## config.mk

```make
export PLATFORM = sky130hd
export DESIGN_NAME = score_keeper
export DESIGN_NICKNAME = d
export VERILOG_FILES = /design/src/rtl/score_keeper.sv
export SDC_FILE = /design/constraint.sdc
export NUM_CORES = 1
export LEC_CHECK = 0
export ABC_AREA = 1
export CELL_PAD_IN_SITES_DETAIL_PLACEMENT = 1
export CELL_PAD_IN_SITES_GLOBAL_PLACEMENT = 1
export CORE_MARGIN = 1
export CORE_UTILIZATION = 40
export CTS_BUF_LIST = sky130_fd_sc_hd__clkbuf_8
export CTS_CLUSTER_DIAMETER = 50
export CTS_CLUSTER_SIZE = 40
export DETAILED_ROUTE_END_ITERATION = 8
export MAX_ROUTING_LAYER = met4
export PLACE_DENSITY = 0.75
export SLEW_MARGIN = 20
export SYNTH_ARGS = -nofsm -noshare
export SYNTH_HDL_FRONTEND = slang
export SYNTH_SLANG_ARGS = --single-unit
```

## constraint.sdc

```tcl
create_clock -name clk -period 1.8 [get_ports clk]
set_input_delay 0.45 -clock clk [delete_from_list [all_inputs] [get_ports clk]]
set_output_delay 0.45 -clock clk [all_outputs]
set_load 0.02 [all_outputs]
```

## src/rtl/score_keeper.sv

```systemverilog
// Per-round event accumulator for both tanks: edge-detected deaths, gold and
// base strikes with saturation, sticky base flags and a post-death respawn lockout.
module score_keeper #(
  parameter int unsigned RESPAWN_CYCLES = 25_000_000
) (
  input  logic       clk,
  input  logic       reset,
  input  logic       idle,
  input  logic       enable_game,
  input  logic       tank_hit1,
  input  logic       tank_hit2,
  input  logic       gold_pick1,
  input  logic       gold_pick2,
  input  logic       base_hit1,
  input  logic       base_hit2,
  output logic [1:0] deathcount1,
  output logic [1:0] deathcount2,
  output logic [2:0] num_of_gold1,
  output logic [2:0] num_of_gold2,
  output logic       mother_base_1,
  output logic       mother_base_2,
  output logic       respawn1,
  output logic       respawn2
);

  localparam int unsigned LW = $clog2(RESPAWN_CYCLES + 1);

  logic [1:0]    hit, gold, base;
  logic [1:0]    hit_prev_q, gold_prev_q, base_prev_q;
  logic [1:0]    hit_rise, gold_rise, base_rise;
  logic [1:0]    death_ok;

  logic [1:0]    dc_q   [2];
  logic [1:0]    dc_d   [2];
  logic [2:0]    gold_q [2];
  logic [2:0]    gold_d [2];
  logic [LW-1:0] lock_q [2];
  logic [LW-1:0] lock_d [2];
  logic [1:0]    base_q, base_d;

  assign hit  = {tank_hit2, tank_hit1};
  assign gold = {gold_pick2, gold_pick1};
  assign base = {base_hit2, base_hit1};

  assign hit_rise  = hit  & ~hit_prev_q;
  assign gold_rise = gold & ~gold_prev_q;
  assign base_rise = base & ~base_prev_q;

  // Next-state for both tanks; round clear overrides every event.
  always_comb begin
    death_ok = '0;
    base_d   = base_q;
    for (int i = 0; i < 2; i++) begin
      dc_d[i]   = dc_q[i];
      gold_d[i] = gold_q[i];
      lock_d[i] = lock_q[i];
    end
    if (idle) begin
      base_d = '0;
      for (int i = 0; i < 2; i++) begin
        dc_d[i]   = '0;
        gold_d[i] = '0;
        lock_d[i] = '0;
      end
    end else begin
      for (int i = 0; i < 2; i++) begin
        death_ok[i] = enable_game & hit_rise[i] & (lock_q[i] == '0) & (dc_q[i] != 2'd3);
        if (death_ok[i]) begin
          dc_d[i]   = dc_q[i] + 2'd1;
          lock_d[i] = LW'(RESPAWN_CYCLES);
        end else if (lock_q[i] != '0) begin
          lock_d[i] = lock_q[i] - LW'(1);
        end
        // A dead tank cannot pick up gold, including on the cycle it dies.
        if (enable_game & gold_rise[i] & (lock_q[i] == '0) & ~death_ok[i] &
            (gold_q[i] != 3'd7)) begin
          gold_d[i] = gold_q[i] + 3'd1;
        end
        if (enable_game & base_rise[i]) begin
          base_d[i] = 1'b1;
        end
      end
    end
  end

  // Edge-detect history tracks the inputs even through reset and idle.
  always_ff @(posedge clk) begin
    hit_prev_q  <= hit;
    gold_prev_q <= gold;
    base_prev_q <= base;
    if (reset) begin
      base_q <= '0;
      for (int i = 0; i < 2; i++) begin
        dc_q[i]   <= '0;
        gold_q[i] <= '0;
        lock_q[i] <= '0;
      end
    end else begin
      base_q <= base_d;
      for (int i = 0; i < 2; i++) begin
        dc_q[i]   <= dc_d[i];
        gold_q[i] <= gold_d[i];
        lock_q[i] <= lock_d[i];
      end
    end
  end

  assign deathcount1   = dc_q[0];
  assign deathcount2   = dc_q[1];
  assign num_of_gold1  = gold_q[0];
  assign num_of_gold2  = gold_q[1];
  assign mother_base_1 = base_q[0];
  assign mother_base_2 = base_q[1];
  assign respawn1      = (lock_q[0] != '0);
  assign respawn2      = (lock_q[1] != '0);

endmodule
```

==> impl_metrics.tcl <==
set metrics [dict create \
    via_count 4213 \
    cp_data_arrival_time_ps 1380 \
    layout_worst_path_cycle_share 1.02 \
    fin_skew_ps 20.4 \
    rr_endpoint "lock_q[0][13]$_SDFFE_PP0P_" \
    synth-main-ff-cell "dfxtp_1" \
    hold_path.class "reg -> reg" \
    hold_viol_final 0 \
    clock_sink_count 68 \
    antenna_found_initial 0 \
    reg2reg_depth 9 \
    grt_start_max_net_pins 20 \
    syn-num-nets 573 \
    dieHeight_um 101 \
    synth_area_leaders "dfxtp_1, nor2_1, nand2_1" \
    ys_types 35 \
    synth_top_area_share 0.349 \
    detail_route.first_pass.iterations 4 \
    rsz0062_at_grt "yes" \
    fin_setup_tns_ps -42.6 \
    nNetsFinal 701 \
    gp_congestion 0.903 \
    ios 24 \
    core_area_um2 9330 \
    fillers 1182 \
    portBuffers 23 \
    start_util 0.419 \
    yosys_warnings 0 \
    critPathKind "reg -> out" \
    htreeDepth 3 \
    slew_viol_final 0 \
    grt_use_total 0.290 \
    grt_overflow 0 \
    fp.dieW_um 101 \
    synthCells 553 \
    dp_slack_ps -120 \
    die_area_um2 10200 \
    clkTransAtPathRegs_ps 90 \
    drive_gt1_frac 0.324 \
    worstSetupEndpointType "output port" \
    area_growth_pct 38.3 \
    crit-reg2reg-launch "lock_q[0][1]$_SDFFE_PP0P_" \
    yosysSeqAreaShare 0.349 \
    worstMarginPinSlew_ps 330 \
    dp_cells 791 \
    cp-endpoint "respawn2" \
    cts_hold_buf 0 \
    grt_pass1_vias 4468 \
    max_freq_mhz 546 \
    post-route-drc-count 0 \
    instances_no_fill 815 \
    layout_common_cells "nand2_1, buf_4, nor2_1" \
    ys_ff_latch 68 \
    antenna_left 0 \
    violations "negative setup slack" \
    maxCapViolations 0 \
    crit_fanout 2 \
    cp.required_ps 1350 \
    numCtsBuffers 9 \
    avgSynthCellArea_um2 7.06 \
    cts_buffer_depth 2 \
    clock_latency_ps 370 \
    routed_via_density 5.17 \
    status "complete, but fails checks" \
    max_slew_margin 0.778 \
    num_rows 35 \
    cts_root_buffer "clkbuf_8" \
    synth-async-reset-ratio 0 \
    hpwlAfterDp_um 9560 \
    fin_ws_ps -32.2 \
    drtIter0Drc 184 \
    synth_area_um2 3900 \
    synth_largest_area_cell "dfxtp_1" \
    fin_crit_ps 1830 \
    cts_tree "yes" \
    layout_commonest_cell "nand2_1" \
    setup_violations 2 \
    setup.worst_path.start "lock_q[0][25]$_SDFFE_PP0P_" \
    grt_pass1_wl_um 21900 \
    wl_per_cell_um 17.4 \
    critPathLaunchType "flop" \
    routed_wl_um 14200 \
    reg2reg_slack_ps 50 \
    synth_edf_count 0 \
    n_antenna_cell 0 \
    final_util 0.579 \
]
==> state kept, by name, summed over array words and instances, names as in the netlist <==
signal	flops
hit_prev_q	2
dc_q	4
lock_q	50
gold_prev_q	2
base_q	2
gold_q	6
base_prev_q	2
==> kinds of logic after synthesis <==
family	synth area share
buffers and inverters	0.0696
AND/OR/NAND/NOR	0.452
XOR/XNOR	0.0381
adder cells (fa/ha/maj)	0.0321
AO/OA/AOI/OAI	0.0596
flip-flops	0.349
==> synthesized netlist by cell type (all sizes together) (4+ instances only) <==
cell type,instances
a21oi,30
buf,4
dfxtp,68
ha,10
inv,55
nand2,124
nand3,52
nand3b,5
nand4,13
nor2,137
nor3,12
o21ai,9
or2,4
xnor2,15
==> routing by layer <==
metal | part of all wire | track usage | up-vias
li1 | - | - | 2030
met5 | 0 | - | -
met1 | 0.43 | 0.350 | 2049
met3 | 0.035 | 0.0333 | 29
met4 | 0.024 | 0.0981 | 0
met2 | 0.51 | 0.502 | 105
==> metrics by stage <==
step | hold slack [ps] | area, um2
finish | 488 | 5400
floorplan | 451 | 3900
CTS | 494 | 5240
global placement | 450 | 4940
global route | 506 | 5400
detailed placement | 473 | 4940
==> worst max-delay path: stages (launching register included) <==
cell	delay [ps]
dfxtp_2	340
inv_2	80
ha_4	150
nand3_4	80
nor2_4	120
nand3_2	110
buf_6	150
==> how the worst min path moves through the flow <==
stage	startpoint	endpoint	cells after the start
3_5_place_dp	base_q[0]$_SDFFE_PP0P_	base_q[0]$_SDFFE_PP0P_	1
4_1_cts	base_q[0]$_SDFFE_PP0P_	base_q[0]$_SDFFE_PP0P_	1
2_1_floorplan	lock_q[0][25]$_SDFFE_PP0P_	lock_q[0][25]$_SDFFE_PP0P_	2
6_report	base_q[0]$_SDFFE_PP0P_	base_q[0]$_SDFFE_PP0P_	1
5_1_grt	base_q[0]$_SDFFE_PP0P_	base_q[0]$_SDFFE_PP0P_	1
3_3_place_gp	base_q[0]$_SDFFE_PP0P_	base_q[0]$_SDFFE_PP0P_	1
==> what timing repair did <==
| action | CTS | global route |
|---|---|---|
| setup buffers | 4 | 4 |
| pin swaps | 8 | 20 |
| setup endpoints to repair | 11 | 33 |
| hold endpoints to repair | 0 | 0 |
| gates resized for setup | 47 | 35 |
==> layout make-up <==
cell class              count  area (um2)  share of cell area
multi-input cells         422        2460               0.456
flip-flops and latches     68        1380               0.255
repair buffers            124         995               0.184
inverters                  56         210              0.0389
well taps                 129         161              0.0299
clock buffers               9         124              0.0229
clock inverters             7        72.6              0.0134
Power is not shown: default switching activity piles up to over one toggle a cycle in this logic, so the estimate is an artifact.
